## src/rtl/cache_pkg.sv

```systemverilog
// Shared types and geometry for the 2-way, 32-set, 16-byte-line tag controller.
package cache_pkg;

  localparam int unsigned ADDR_W = 32;
  localparam int unsigned OFS_W  = 4;
  localparam int unsigned IDX_W  = 5;
  localparam int unsigned TAG_W  = ADDR_W - IDX_W - OFS_W;

  typedef enum logic [1:0] {
    IDLE,
    LOOKUP,
    REFILL,
    WRITE
  } state_e;

  function automatic logic [TAG_W-1:0] addr_tag(input logic [ADDR_W-1:0] addr);
    return addr[ADDR_W-1 -: TAG_W];
  endfunction

  function automatic logic [IDX_W-1:0] addr_idx(input logic [ADDR_W-1:0] addr);
    return addr[OFS_W +: IDX_W];
  endfunction

endpackage

```

## src/rtl/cache_lru_valid.sv

```systemverilog
// Per-set valid bits (one per way) and LRU bit, with a combinational read port,
// a single update port and a whole-array valid clear for flush.
module cache_lru_valid #(
  parameter int unsigned IDX_W = 5
) (
  input  logic             i_clk,
  input  logic             i_resetb,
  input  logic [IDX_W-1:0] i_rd_idx,
  output logic [1:0]       o_rd_valid,
  output logic             o_rd_lru,
  input  logic [IDX_W-1:0] i_upd_idx,
  input  logic             i_lru_we,
  input  logic             i_lru_val,
  input  logic             i_vld_set,
  input  logic             i_vld_way,
  input  logic             i_flush_clr
);
  import cache_pkg::*;

  localparam int unsigned NumSets = 1 << IDX_W;

  logic [NumSets-1:0][1:0] r_valid;
  logic [NumSets-1:0]      r_lru;

  assign o_rd_valid = r_valid[i_rd_idx];
  assign o_rd_lru   = r_lru[i_rd_idx];

  // Valid/LRU state; flush clear wins over a concurrent valid set.
  always_ff @(posedge i_clk) begin
    if (!i_resetb) begin
      r_valid <= '0;
      r_lru   <= '0;
    end else begin
      if (i_lru_we) begin
        r_lru[i_upd_idx] <= i_lru_val;
      end
      if (i_flush_clr) begin
        r_valid <= '0;
      end else if (i_vld_set) begin
        r_valid[i_upd_idx][i_vld_way] <= 1'b1;
      end
    end
  end

endmodule

```

## src/rtl/cache_tag_ctrl.sv

```systemverilog
// Tag-array initiator for a 2-way, 32-set cache: lookup, victim select, refill
// handshake and tag write. Optional hit/miss counters under CACHE_TAG_STATS_EN.
module cache_tag_ctrl #(
  parameter int unsigned ADDR_W = 32,
  parameter int unsigned OFS_W  = 4,
  parameter int unsigned IDX_W  = 5,
  parameter int unsigned TAG_W  = 23
) (
  input  logic              i_clk,
  input  logic              i_resetb,
  input  logic              i_req_valid,
  output logic              o_req_ready,
  input  logic [ADDR_W-1:0] i_req_addr,
  output logic              o_rsp_valid,
  output logic              o_rsp_hit,
  output logic              o_rsp_way,
  output logic              o_refill_req,
  output logic [ADDR_W-1:0] o_refill_addr,
  output logic              o_refill_way,
  input  logic              i_refill_done,
  input  logic              i_flush,
  output logic              o_ta_cs,
  output logic              o_ta_oe,
  output logic [1:0]        o_ta_web,
  output logic [IDX_W-1:0]  o_ta_a,
  output logic [TAG_W-1:0]  o_ta_di,
  input  logic [TAG_W-1:0]  i_ta_do0,
  input  logic [TAG_W-1:0]  i_ta_do1
`ifdef CACHE_TAG_STATS_EN
  ,
  output logic [31:0]       o_hit_cnt,
  output logic [31:0]       o_miss_cnt
`endif
);
  import cache_pkg::*;

  state_e                  r_state, w_state_d;
  logic [ADDR_W-1:OFS_W]   r_line;
  logic                    r_victim;
  logic                    r_flush_pend;
  logic                    r_rsp_valid, r_rsp_hit, r_rsp_way;
  logic                    r_refill_req;

  logic [TAG_W-1:0]        w_tag;
  logic [IDX_W-1:0]        w_idx;
  logic [1:0]              w_valid;
  logic                    w_lru;
  logic                    w_hit0, w_hit1, w_hit, w_hit_way, w_victim;
  logic                    w_accept, w_flush_clr;
  logic                    w_lru_we, w_lru_val;
  logic                    w_unused_ofs;

  // Offset bits never reach the tag array.
  assign w_unused_ofs = ^i_req_addr[OFS_W-1:0];

  assign w_tag = r_line[ADDR_W-1 -: TAG_W];
  assign w_idx = r_line[OFS_W +: IDX_W];

  assign w_hit0    = w_valid[0] && (i_ta_do0 == w_tag);
  assign w_hit1    = w_valid[1] && (i_ta_do1 == w_tag);
  assign w_hit     = w_hit0 || w_hit1;
  assign w_hit_way = !w_hit0;  // way0 wins a double hit
  assign w_victim  = !w_valid[0] ? 1'b0 : (!w_valid[1] ? 1'b1 : w_lru);

  assign o_req_ready = i_resetb && (r_state == IDLE) && !r_flush_pend && !i_flush;
  assign w_accept    = o_req_ready && i_req_valid;
  assign w_flush_clr = (r_state == IDLE) && (i_flush || r_flush_pend);

  assign w_lru_we  = ((r_state == LOOKUP) && w_hit) || (r_state == WRITE);
  assign w_lru_val = (r_state == WRITE) ? !r_victim : !w_hit_way;

  assign o_ta_cs  = 1'b1;
  assign o_ta_oe  = 1'b1;
  assign o_ta_web = (i_resetb && (r_state == WRITE)) ? (r_victim ? 2'b01 : 2'b10) : 2'b11;
  assign o_ta_a   = (r_state == IDLE) ? i_req_addr[OFS_W +: IDX_W] : w_idx;
  assign o_ta_di  = w_tag;

  assign o_rsp_valid   = r_rsp_valid;
  assign o_rsp_hit     = r_rsp_hit;
  assign o_rsp_way     = r_rsp_way;
  assign o_refill_req  = r_refill_req;
  assign o_refill_addr = {r_line, {OFS_W{1'b0}}};
  assign o_refill_way  = r_victim;

  cache_lru_valid #(
    .IDX_W (IDX_W)
  ) u_lru_valid (
    .i_clk       (i_clk),
    .i_resetb    (i_resetb),
    .i_rd_idx    (w_idx),
    .o_rd_valid  (w_valid),
    .o_rd_lru    (w_lru),
    .i_upd_idx   (w_idx),
    .i_lru_we    (w_lru_we),
    .i_lru_val   (w_lru_val),
    .i_vld_set   (r_state == WRITE),
    .i_vld_way   (r_victim),
    .i_flush_clr (w_flush_clr)
  );

  // Next-state decode.
  always_comb begin
    w_state_d = r_state;
    unique case (r_state)
      IDLE:    if (w_accept) w_state_d = LOOKUP;
      LOOKUP:  w_state_d = w_hit ? IDLE : REFILL;
      REFILL:  if (i_refill_done) w_state_d = WRITE;
      WRITE:   w_state_d = IDLE;
      default: w_state_d = IDLE;
    endcase
  end

  // State, request latch, victim, flush deferral and registered responses.
  always_ff @(posedge i_clk) begin
    if (!i_resetb) begin
      r_state      <= IDLE;
      r_line       <= '0;
      r_victim     <= 1'b0;
      r_flush_pend <= 1'b0;
      r_rsp_valid  <= 1'b0;
      r_rsp_hit    <= 1'b0;
      r_rsp_way    <= 1'b0;
      r_refill_req <= 1'b0;
    end else begin
      r_state     <= w_state_d;
      r_rsp_valid <= 1'b0;
      if (w_accept) begin
        r_line <= i_req_addr[ADDR_W-1:OFS_W];
      end
      if (r_state == LOOKUP) begin
        if (w_hit) begin
          r_rsp_valid <= 1'b1;
          r_rsp_hit   <= 1'b1;
          r_rsp_way   <= w_hit_way;
        end else begin
          r_victim     <= w_victim;
          r_refill_req <= 1'b1;
        end
      end
      if ((r_state == REFILL) && i_refill_done) begin
        r_refill_req <= 1'b0;
      end
      if (r_state == WRITE) begin
        r_rsp_valid <= 1'b1;
        r_rsp_hit   <= 1'b0;
        r_rsp_way   <= r_victim;
      end
      // A flush seen mid-operation is applied in the next IDLE cycle.
      if (r_state == IDLE) begin
        r_flush_pend <= 1'b0;
      end else if (i_flush) begin
        r_flush_pend <= 1'b1;
      end
    end
  end

`ifndef SYNTHESIS
  // Both ways holding the same valid tag means the array is corrupt.
  always_ff @(posedge i_clk) begin
    if (i_resetb && (r_state == LOOKUP)) begin
      assert (!(w_hit0 && w_hit1)) else $error("double hit in set %0d", w_idx);
    end
  end
`endif

`ifdef CACHE_TAG_STATS_EN
  logic [31:0] r_hit_cnt, r_miss_cnt;

  // Response counters; flush clears them.
  always_ff @(posedge i_clk) begin
    if (!i_resetb || i_flush) begin
      r_hit_cnt  <= '0;
      r_miss_cnt <= '0;
    end else if (r_rsp_valid) begin
      if (r_rsp_hit) r_hit_cnt  <= r_hit_cnt + 32'd1;
      else           r_miss_cnt <= r_miss_cnt + 32'd1;
    end
  end

  assign o_hit_cnt  = r_hit_cnt;
  assign o_miss_cnt = r_miss_cnt;
`endif

endmodule

```

## config.mk

```make
export PLATFORM = sky130hd
export DESIGN_NAME = cache_tag_ctrl
export DESIGN_NICKNAME = d
export VERILOG_FILES = /design/src/rtl/cache_pkg.sv /design/src/rtl/cache_lru_valid.sv /design/src/rtl/cache_tag_ctrl.sv
export SDC_FILE = /design/constraint.sdc
export NUM_CORES = 1
export LEC_CHECK = 0
export BUFFER_PORTS_ARGS = -buffer_cell sky130_fd_sc_hd__buf_2
export CELL_PAD_IN_SITES_DETAIL_PLACEMENT = 1
export CELL_PAD_IN_SITES_GLOBAL_PLACEMENT = 2
export CORE_ASPECT_RATIO = 1.2
export CORE_MARGIN = 1.5
export CORE_UTILIZATION = 29
export DETAILED_ROUTE_END_ITERATION = 7
export PLACE_DENSITY_LB_ADDON = 0.1
export SLEW_MARGIN = 20
export SYNTH_ARGS = -nofsm -noshare
export SYNTH_HDL_FRONTEND = slang
export SYNTH_SLANG_ARGS = --single-unit
```

## constraint.sdc

```tcl
create_clock -name i_clk -period 2.2 [get_ports i_clk]
set_input_delay 0.22 -clock i_clk [delete_from_list [all_inputs] [get_ports i_clk]]
set_output_delay 0.22 -clock i_clk [all_outputs]
set_load 0.005 [all_outputs]
```

# Yosys cells after proc, flatten, opt, wreduce, memory -nomap -nowiden
# Cells that the tools add are included.
[word_totals]
romBits = 0
memories = 0
register_bits = 132
input_bits = 83
mem_bits_rw = 0
latchBits = 0
[classes]
n_bitwise = 3
shifts = 0
n_reduce_logical = 30
muxes = 27
n_lt_le_gt_ge = 4
mul = 0
add_sub_neg = 0
div_mod_pow = 0
eq_ne = 7
[ops]
columns = ["operator", "count"]
rows = [
  ["OR 64 bit", 1],
  ["== test 23 bit", 2],
  ["bitwise mux 32 bit", 1],
  ["two-way mux 2 bit", 7],
  ["logical AND 1 bit", 12],
  ["two-way mux 1 bit", 12],
  ["binary-select mux 2 bit (select 5 bit)", 1],
  ["demux 2 bit (select 5 bit)", 1],
  ["one-hot mux 2 bit (4 select lines)", 1],
  ["AND reduction 2 bit", 4],
  ["OR reduction 2 bit", 4],
  ["less-than comparator 5 x 6 -> 1 bit, second input constant", 1],
  ["binary-select mux 1 bit (select 5 bit)", 1],
  ["demux 1 bit (select 5 bit)", 1],
  ["greater-or-equal comparator 5 x 1 -> 1 bit, second input constant", 1],
  ["two-way mux 5 bit", 1],
  ["== test 2 bit, second input constant", 2],
  ["logical NOT 1 bit", 4],
  ["!= test 2 bit, second input constant", 2],
  ["nonzero test 2 bit", 2],
  ["logical OR 1 bit", 3],
  ["== test 2 x 1 -> 1 bit, second input constant", 1],
  ["logical NOT 2 bit", 1],
  ["less-than comparator 1 x 2 -> 1 bit, second input constant", 1],
  ["3 further kinds", 4],
]

# Logic depth before layout (Yosys ltp)
# Gate-level depths: netlist of run 1.
[depth]
word_depth = 7
depth_mapped = 9

# Modules after synthesis
# From an unflattened synthesis of run 1, not the netlist that was laid out.
[unflattened]
hier_cells = 706
hier_area_um2 = 6540.0
[modules_own_cells]
columns = ["mod", "instances", "seq_area_each_um2", "cells_each", "area_per_inst_um2"]
rows = [
  ["cache_lru_valid", 1, 1921.8, 442, 4319.1],
  ["cache_tag_ctrl", 1, 720.7, 264, 2220.9],
]

# Worst setup path after synthesis of run 1
# Ideal clock, no wire load.
[synth_path]
path_kind = "register to register"
startpoint = "register r_line[5] in the netlist's numbering"
endpoint = "register r_victim (netlist: o_refill_way)"
slack_ns = 0.046
path_buffers = 3
t_required_ns = 2.069
t_arrival_ns = 2.023
stages_incl_launch_ff = 10
setup_ns = 0.131
period_less_slack_ns = 2.154
path_cell_list = "dfxtp_1 -> buf_4 -> buf_2 -> buf_1 -> mux4_2 -> nor2b_1 -> a41oi_1 -> nand4_1 -> o211ai_1 -> mux2i_1"
[synth_between]
elab_chain_cells = 6
word_cells_on_any_way = 11
classes_between = "mux: 6; bitwise: 1; reduce/logical: 4"
[synth_lines]
columns = ["element", "line", "text"]
rows = [
  ["start: declaration", "cache_tag_ctrl.sv:38", "logic [ADDR_W-1:OFS_W] r_line;"],
  ["start signal: assignment", "cache_tag_ctrl.sv:128", "r_line <= i_req_addr[ADDR_W-1:OFS_W];"],
  ["binary-select mux 2 bit (select 5 bit)", "cache_lru_valid.sv:25", "assign o_rd_valid = r_valid[i_rd_idx];"],
  ["two-way mux 2 bit (not written as such)", "cache_lru_valid.sv:25", ""],
  ["logical AND 1 bit (on tied branches)", "cache_tag_ctrl.sv:59, cache_tag_ctrl.sv:60", ""],
  ["logical OR 1 bit", "cache_tag_ctrl.sv:61", "assign w_hit = w_hit0 || w_hit1;"],
  ["NOT 1 bit (no source line)", "--", ""],
  ["AND reduction 2 bit (no source line)", "--", ""],
  ["end signal: assignment", "cache_tag_ctrl.sv:136", "r_victim <= w_victim;"],
  ["end: declaration", "cache_tag_ctrl.sv:39", "logic r_victim;"],
]
# Several ways; a longest one is shown, not always the timed one. The select of a mux whose other input is x is not followed.
# A chain may end at the register's enable or synchronous reset.

# Worst setup path after layout of run 1
[layout_path]
startpoint = "register r_line[4] in the netlist's numbering"
endpoint = "register u_lru_valid.r_lru[15]"
[layout_between]
elab_chain_cells = 6
word_cells_on_any_way = 14
classes_between = "order compare: 2; mux: 6; reduce/logical: 6"
[layout_lines]
columns = ["element", "line", "text"]
rows = [
  ["branches (longest 6 deep; another with less-than comparator 5 x 6 -> 1 bit)", "--", ""],
  ["end signal: indexed assignment", "cache_lru_valid.sv:35", "r_lru[i_upd_idx] <= i_lru_val;"],
  ["end: declaration", "cache_lru_valid.sv:23", "logic [NumSets-1:0] r_lru;"],
]
# Parallel ways; which one is timed is not known. The select of a mux whose other input is x is not followed.

==> results of run 1 <==
## cell usage after synthesis (2+ instances only)
library cell  number
dfxtp_1          132
nand2_1          103
nor2_1           100
a21oi_1           67
xor2_1            46
clkbuf_1          39
mux2i_1           33
or2_2             33
buf_4             32
a21boi_0          28
o211ai_1          23
o2111ai_1         22
o211ai_2          20
o221ai_1          16
buf_2             10
nor4_1            10
mux4_2             8
buf_6              7
nand3b_1           7
or3b_1             6
buf_1              5
nand3_1            5
nor3_1             5
and2_1             4
nand2b_1           4
nor2b_1            4
o21a_1             4
o21ai_0            4
or3_1              4
and3_1             3
inv_1              3
mux2_2             3
nand4_1            3
a22oi_1            2
a22oi_2            2
a32oi_1            2
conb_1             2
## sequential cells by signal (all words and copies together) (netlist names), named ones only
name / flops
u_lru_valid.r_valid: 64
u_lru_valid.r_lru: 32
r_line: 28
o_refill_req: 1
o_refill_way: 1
o_rsp_hit: 1
o_rsp_valid: 1
o_rsp_way: 1
r_flush_pend: 1
r_state: 1
## worst max-delay path, cell delays in order, from the launching register on
cell,delay [ps]
dfxtp_2,340
buf_12,140
or3b_1,420
o221ai_1,240
a22oi_2,130
a2111oi_4,430
buf_4,210
buf_12,100
buf_12,120
o2111ai_2,120
o211ai_2,110
## through the flow
| stage | hold WS, ps | setup slack, ps | util [%] |
|---|---|---|---|
| final | 21.94 | -243.7 | 40.41 |
| after CTS | 10.20 | -208.5 | 38.98 |
| after global routing | 28.08 | -311.4 | 40.41 |
| after detailed placement | 448.3 | -433.6 | 35.02 |
| after floorplan | 364.9 | 45.78 | - |
| after global placement | 435.1 | -400.3 | 35.02 |
## power by group through the flow
| stage | Sequential, µW | Clock [µW] | Combinational (µW) |
|---|---|---|---|
| floorplan | 2490 | 0 | 289 |
| global placement | 2500 | 0 | 552 |
| detailed placement | 2500 | 0 | 562 |
| CTS | 2440 | 3050 | 593 |
| global route | 2450 | 3150 | 662 |
| finish | 2440 | 2980 | 609 |
## cell families (layout without fill, tap and decap cells)
logic type | after synthesis | in the layout
AND/OR/NAND/NOR | 292 | 292
AO/OA/AOI/OAI | 199 | 199
flip-flops | 132 | 132
buffers and inverters | 96 | 284
XOR/XNOR | 46 | 46
multiplexers | 44 | 44
other | 2 | 6
## layout make-up
class	instances	share of cell area [%]
repair buffers	249	18.52
inverters	3	0.1170
well taps	320	4.161
clock inverters	15	1.885
clock buffers	17	4.421
multi-input cells	587	43.35
flip-flops and latches	132	27.55
## per-layer routing
metal | part of all wire [%] | wire length [µm]
met1 | 41 | 10790
met2 | 52 | 13860
met3 | 4.4 | 1163
met4 | 2.9 | 782
met5 | 0 | 0
## path summary, 6_finish.rpt
kind / startpoint / end / slack, ps / depth (start not counted)
worst min register to register: o_rsp_hit$_SDFFE_PP0P_ / o_rsp_hit$_SDFFE_PP0P_ / 460 / 2
worst min-delay path: i_req_addr[15] / r_line[15]$_SDFFE_PN0P_ / 20 / 3
worst max register to register: r_line[4]$_SDFFE_PN0P_ / u_lru_valid.r_lru[15]$_SDFFE_PN0P_ / -240 / 10
worst max-delay path: r_line[4]$_SDFFE_PN0P_ / u_lru_valid.r_lru[15]$_SDFFE_PN0P_ / -240 / 10
## what timing repair did
| action | CTS | global route |
|---|---|---|
| gates resized for setup | 42 | 35 |
| pin swaps | 10 | 8 |
| endpoints found under the setup margin | 38 | 38 |
| hold endpoints to repair | 0 | 0 |
| gates cloned | 1 | 3 |
| buffers inserted | 12 | 10 |
==> metrics.yaml, run 1 <==
status:
  run_status: "complete, but fails checks"
  violations: "negative setup slack"
yosys:
  synth_top_family_by_area: "compound AO/OA/AOI/OAI gates"
  synth_edf_count: 0
  synth_compound_area_share_pct: 21.75
  synth_seq_cells: 132
  synth_area_leader_cell: "dfxtp_1"
  yosys-top-cells-area: "dfxtp_1 (38%), xor2_1 (5.8%), nand2_1 (5.5%), nor2_1 (5.4%), a21oi_1 (4.8%)"
  ys_types: 47
  yosys_warnings: 0
  synthFlopType: "dfxtp_1"
  synthArstFlopShare_pct: 0
  yosys.area_share.simple_pct: 19.03
  synth_area_per_cell_um2: 8.626
  syn_area_mm2: 0.006995
  synth_top_area_share_pct: 37.77
  synthXorXnorAreaFrac_pct: 5.759
  syn_inst: 811
  synthMuxAreaShare_pct: 7.780
  ys_seq_area_share_pct: 37.77
  synth_fa_ha_area_share_pct: 0
grt:
  busiest_layer: "met2"
  use_met2_pct: 39.27
  antenna_found_initial: 0
  use_met3_pct: 4.292
  grt_pass1_wl_um: 40900
  grt_overflow_total: 0
  met1_usage_pct: 25.09
  grt_pass1_vias: 7095
  grt_use_total_pct: 21.71
  grt_max_degree: 65
cts:
  clk_latency_ps: 440
  cts_tree: "yes"
  hold_buffers: 0
  cts.sinks: 132
  cts_buffers: 17
  clockRootBuffer: "clkbuf_16"
  htreeDepth: 4
  path_clk_slew_ps: 70
  cts.path.max_buffers: 2
final_layout:
  drive_gt1_share_pct: 40.58
  syn2layout_area_growth_pct: 37.56
  multi_input_area_mm2: 0.004172
  fin_nets: 1073
  finalNonFillerCells: 1323
  n_antenna_cell: 0
  seqCellArea_mm2: 0.002651
  n_fill_cell: 2784
  mostFrequentLayoutCells: "buf_2 (142), dfxtp_1 (127), nand2_1 (103)"
  final_common_cell: "buf_2"
  stdcell_area_mm2: 0.009623
pwr:
  p_switching_uw: 1561
  internal-power_uw: 4475
  p_clk_share_pct: 49.4
  powerDensity_mw_per_mm2: 627.3
  p_sw_share_pct: 25.87
  leakage_uw: 0.003811
  combPwrFrac_pct: 10.1
  ir_worst_vdd_mv: 0.5191
  finalPower_uw: 6037
  p_seq_share_pct: 40.5
route:
  num_vias: 6647
  drt-pass1-iter-count: 4
  first_iter_violations: 308
  antenna_left: 0
  drc: 0
  drt-total-wl_um: 26600
  viasPerCell: 5.024
  wl_per_cell_um: 20.11
sta:
  hold_viol: 0
  fin_tns_setup_ps: -7080
  min_period_over_period_pct: 111.1
  finalWorstSetupSlack_ps: -243.7
  drv_slew: 0
  timing.fmax_mhz: 409.2
  finalSetupViolCount: 37
  grt_setup_unrepaired: "yes"
  skew_ps: 16.54
  slew_headroom_pct: 63.69
  period_minus_slack_ps: 2444
  tightest_slew_ps: 544.7
placement:
  placed_cells: 1265
  port_buffers: 142
  hpwl_um: 18950
  place.gp.congestion: 0.8290
  place_area_mm2: 0.008341
job:
  cap_violations: 0
setup_path:
  path_class: "reg -> reg"
  cp-start-kind: "flop"
  cp_max_fo: 15
  cp.required_ps: 2550
  critPathCaptureType: "flop"
  worstPathArrival_ps: 2800
floorplan:
  io_pins: 153
  die_w_um: 144.8
  dieArea_mm2: 0.02507
  core_mm2: 0.02382
  initial_core_util_pct: 29.37
  rows: 62
  fp.dieH_um: 173.1
min_path:
  worstHoldPathType: "in -> reg"
(Power assumes the default switching activity.)
==> run 2, diff against run 1 <==
CTS_CLUSTER_SIZE = 40   (was unset)
PLACE_DENSITY_LB_ADDON = 0.05   (was 0.1)
==> metrics.yaml, run 2 (synthesized netlist as in run 1, its figures left out) <==
pwr:
  powerDensity_mw_per_mm2: 625.5
  leakage_uw: 0.003825
  p_seq_share_pct: 39.8
  p_clk_share_pct: 50.2
  p_sw_share_pct: 25.06
  finalPower_uw: 6144
  combPwrFrac_pct: 10.0
  ir_worst_vdd_mv: 0.4465
  internal-power_uw: 4605
  p_switching_uw: 1540
floorplan:
  dieArea_mm2: 0.02507
  die_w_um: 144.8
  rows: 62
  core_mm2: 0.02382
  initial_core_util_pct: 29.37
  fp.dieH_um: 173.1
  io_pins: 153
placement:
  place.gp.congestion: 0.8110
  port_buffers: 142
  hpwl_um: 18750
  place_ws_ps: -334.0
status:
  violations: "negative setup slack"
  run_status: "complete, but fails checks"
final_layout:
  fin_nets: 1070
  syn2layout_area_growth_pct: 40.42
  reg_top3: "u_lru_valid.r_valid: 64 flops, u_lru_valid.r_lru: 32 flops, r_line: 28 flops"
  largest_reg_flops: 64
  final_common_cell: "buf_2"
  mostFrequentLayoutCells: "buf_2 (142), dfxtp_1 (127), nand2_1 (103)"
  n_antenna_cell: 0
  n_fill_cell: 2774
  regMostFlops: "u_lru_valid.r_valid"
  drive_gt1_share_pct: 41.50
setup_path:
  worstPathCellList: "bufbuf_16 -> mux2i_1 -> o221ai_2 -> a22oi_2 -> a2111o_1 -> o21bai_4 -> buf_12 -> buf_12 -> o211ai_1"
  cp-start-kind: "flop"
  path_delay_family: "compound AO/OA/AOI/OAI gates"
  path_common_cell: "buf_12"
  cp_max_fo: 11
  path_class: "reg -> reg"
  crit_buf_inv: 3
  critPathCaptureType: "flop"
  worstPathArrival_ps: 2730
  max_stage_delay_ps: 450
  cp.required_ps: 2550
  critPathSlowestCell: "dfxtp_4"
sta:
  hold_viol: 0
  finalSetupViolCount: 36
  whs_ps: 30.95
  slew_headroom_pct: 65.46
  fin_tns_setup_ps: -5117
  period_minus_slack_ps: 2383
  timing.fmax_mhz: 419.6
  min_period_over_period_pct: 108.3
  drv_slew: 0
  tightest_slew_ps: 518.1
  grt_setup_unrepaired: "yes"
  finalWorstSetupSlack_ps: -183.1
  skew_ps: 14.71
min_path:
  worstHoldPathType: "in -> reg"
cts:
  clockRootBuffer: "clkbuf_16"
  htreeDepth: 4
  cts.path.max_buffers: 2
  cts_buffers: 17
  clk_latency_ps: 430
  path_clk_slew_ps: 70
  cts_tree: "yes"
  cts.sinks: 132
route:
  antenna_left: 0
  drc: 0
  num_vias: 6684
  drt-pass1-iter-count: 4
  first_iter_violations: 223
  wl_per_cell_um: 19.97
  drt-total-wl_um: 26360
  viasPerCell: 5.064
job:
  cap_violations: 0
grt:
  antenna_found_initial: 0
  grt_pass1_wl_um: 41130
  grt_pass1_vias: 7235
  grt_use_total_pct: 21.81
  grt_overflow_total: 0
  grt_max_degree: 65
-- run 2: per-stage QoR --
stage	instances	instance area, µm²	util [%]
global placement	1272	8368	35.14
CTS	1318	9567	40.17
finish	1320	9823	41.25
global route	1320	9823	41.25
detailed placement	1272	8368	35.14
floorplan	815	7010	-
-- run 2: tightest hold or removal path: stages --
cell	delay [ps]
buf_2	90
nand2_1	40
a21boi_0	60
-- run 2: metal layers --
layer,wire [µm],GRT usage (%),up-vias
met5,0,0,-
met2,13920,39.29,177
met4,647,6.692,0
li1,-,-,3177
met3,1241,5.123,38
met1,10550,25.08,3292
-- run 2: power by group through the flow --
stage / logic, µW / clock network, µW / registers [µW]
after detailed placement: 554 / 0 / 2500
after global routing: 672 / 3270 / 2450
after floorplan: 289 / 0 / 2490
final: 616 / 3080 / 2450
after CTS: 598 / 3150 / 2440
after global placement: 542 / 0 / 2500
-- run 2: worst paths after layout --
path                                         from                                   end  slack, ps  cells past startpoint
min reg2reg  u_lru_valid.r_valid[15]$_SDFFE_PP0P_  u_lru_valid.r_valid[15]$_SDFFE_PP0P_        470                      2
max reg2reg                r_line[5]$_SDFFE_PN0P_    u_lru_valid.r_lru[17]$_SDFFE_PN0P_       -180                      9
min                                i_req_addr[29]               r_line[29]$_SDFFE_PN0P_         30                      3
max                        r_line[5]$_SDFFE_PN0P_    u_lru_valid.r_lru[17]$_SDFFE_PN0P_       -180                      9
-- run 2: final cells by class --
class / instances / area (µm²) / share of cell area, %
inverters: 3 / 11.26 / 0.1146
multi-input cells: 587 / 4315 / 43.93
flip-flops and latches: 132 / 2654 / 27.02
well taps: 320 / 400.4 / 4.076
clock inverters: 14 / 201.4 / 2.051
repair buffers: 246 / 1812 / 18.44
clock buffers: 18 / 429.2 / 4.369
-- run 2: what timing repair did --
| action | 4_1_cts | 5_1_grt |
|---|---|---|
| pin swaps | 46 | 19 |
| setup buffers | 11 | 2 |
| gates resized for setup | 76 | 38 |
| endpoints found under the setup margin | 38 | 37 |
| gates cloned | 5 | 1 |
| endpoints found under the hold margin | 0 | 0 |
| hold buffers | 0 | 0 |
==> run 3, diff against run 2 <==
CELL_PAD_IN_SITES_DETAIL_PLACEMENT = 0   (was 1)
CELL_PAD_IN_SITES_GLOBAL_PLACEMENT = 1   (was 2)
CORE_UTILIZATION = 37   (was 29)
==> metrics.yaml, run 3 (synthesized netlist as in run 1, its figures left out) <==
status:
  run_status: "complete, but fails checks"
  violations: "negative setup slack"
floorplan:
  rows: 54
  fp.dieH_um: 153.6
  initial_core_util_pct: 38.07
  core_mm2: 0.01838
  io_pins: 153
  die_w_um: 128.5
  dieArea_mm2: 0.01974
placement:
  hpwl_um: 16510
  place.gp.congestion: 0.8771
  port_buffers: 142
grt:
  grt_pass1_vias: 6803
  grt_pass1_wl_um: 37610
  grt_use_total_pct: 24.88
  grt_overflow_total: 0
  grt_max_degree: 65
  antenna_found_initial: 0
sta:
  hold_viol: 0
  fin_tns_setup_ps: -8105
  slew_headroom_pct: 57.54
  finalWorstSetupSlack_ps: -277.4
  skew_ps: 8.568
  finalSetupViolCount: 38
  drv_slew: 0
  tightest_slew_ps: 636.9
  whs_ps: 37.29
  grt_setup_unrepaired: "yes"
  period_minus_slack_ps: 2477
  timing.fmax_mhz: 403.6
  min_period_over_period_pct: 112.6
pwr:
  ir_worst_vdd_mv: 0.5560
  powerDensity_mw_per_mm2: 668.5
  leakage_uw: 0.003851
  finalPower_uw: 6443
job:
  cap_violations: 0
route:
  drt-pass1-iter-count: 4
  viasPerCell: 5.313
  drt-total-wl_um: 24270
  antenna_left: 0
  first_iter_violations: 298
  num_vias: 6647
  drc: 0
  wl_per_cell_um: 19.40
setup_path:
  cp-start-kind: "flop"
  critPathCaptureType: "flop"
  worstPathArrival_ps: 2780
  path_class: "reg -> reg"
  cp_max_fo: 8
  cp.required_ps: 2500
final_layout:
  largest_reg_flops: 64
  n_antenna_cell: 0
  regMostFlops: "u_lru_valid.r_valid"
  drive_gt1_share_pct: 39.74
  reg_top3: "u_lru_valid.r_valid: 64 flops, u_lru_valid.r_lru: 32 flops, r_line: 28 flops"
  mostFrequentLayoutCells: "buf_2 (142), dfxtp_1 (128), nand2_1 (103)"
  syn2layout_area_growth_pct: 37.79
  fin_nets: 1069
  final_common_cell: "buf_2"
cts:
  clk_latency_ps: 430
  htreeDepth: 4
  cts_tree: "yes"
  path_clk_slew_ps: 60
  cts.sinks: 132
  clockRootBuffer: "clkbuf_16"
  cts.path.max_buffers: 2
  cts_buffers: 17
min_path:
  worstHoldPathType: "in -> reg"
==> run 3: power by group <==
group / switching, µW / internal [µW] / leakage [µW]
logic: 320 / 271 / 0.00244
clock network: 1150 / 2260 / 0.000340
registers: 33.5 / 2410 / 0.00107
==> run 3: timing repair <==
action                                  in CTS  in global routing
hold buffers                                 0                  0
gates cloned                                 7                  2
endpoints found under the setup margin      38                 38
buffers inserted                            20                  4
pin swaps                                   24                 15
hold endpoints to repair                     0                  0
gates resized for setup                     66                 14
==> run 3: area by class of cell <==
type / instances / area, µm²
multi-input combinational: 587 / 4153
clock inverter: 14 / 271.5
sequential: 132 / 2653
fill: 1763 / 8738
tap: 252 / 315.3
clock buffer: 18 / 429.2
inverter: 3 / 15.01
timing repair buffer: 245 / 1803
==> run 3: critical path, stage by stage, from the launching register on <==
cell       delay [ps]
dfxtp_4           380
bufbuf_16         280
buf_4             140
mux2i_4           190
o221ai_2          170
a22oi_2           110
a2111o_1          480
o21bai_4          210
buf_12            150
clkbuf_16         150
o211ai_1           90
==> run 3: path summary, 6_finish.rpt <==
kind | start | endpoint | slack (ps) | cells after the start
worst max-delay path | r_line[5]$_SDFFE_PN0P_ | u_lru_valid.r_lru[18]$_SDFFE_PN0P_ | -280 | 10
worst min-delay path | i_req_addr[14] | r_line[14]$_SDFFE_PN0P_ | 40 | 3
worst max register to register | r_line[5]$_SDFFE_PN0P_ | u_lru_valid.r_lru[18]$_SDFFE_PN0P_ | -280 | 10
worst min register to register | o_rsp_hit$_SDFFE_PP0P_ | o_rsp_hit$_SDFFE_PP0P_ | 460 | 2
==> run 3: per-layer routing <==
| layer | wire length [µm] | vias to the layer above | track usage, % |
|---|---|---|---|
| met5 | 0 | - | 0 |
| met4 | 610 | 0 | 9.631 |
| met3 | 1205 | 46 | 4.384 |
| met2 | 12620 | 220 | 44.47 |
| met1 | 9829 | 3192 | 29.37 |
| li1 | - | 3189 | - |
==> run 3: per-stage QoR <==
stage | utilization (%) | cell area (µm²) | std cells | setup WS [ps]
2_1_floorplan | - | 7010 | 815 | 45.78
3_3_place_gp | 44.46 | 8170 | 1189 | -317.5
3_5_place_dp | 44.46 | 8170 | 1189 | -358.7
4_1_cts | 51.91 | 9540 | 1248 | -238.3
5_1_grt | 52.45 | 9639 | 1251 | -347.6
6_report | 52.45 | 9639 | 1251 | -277.4
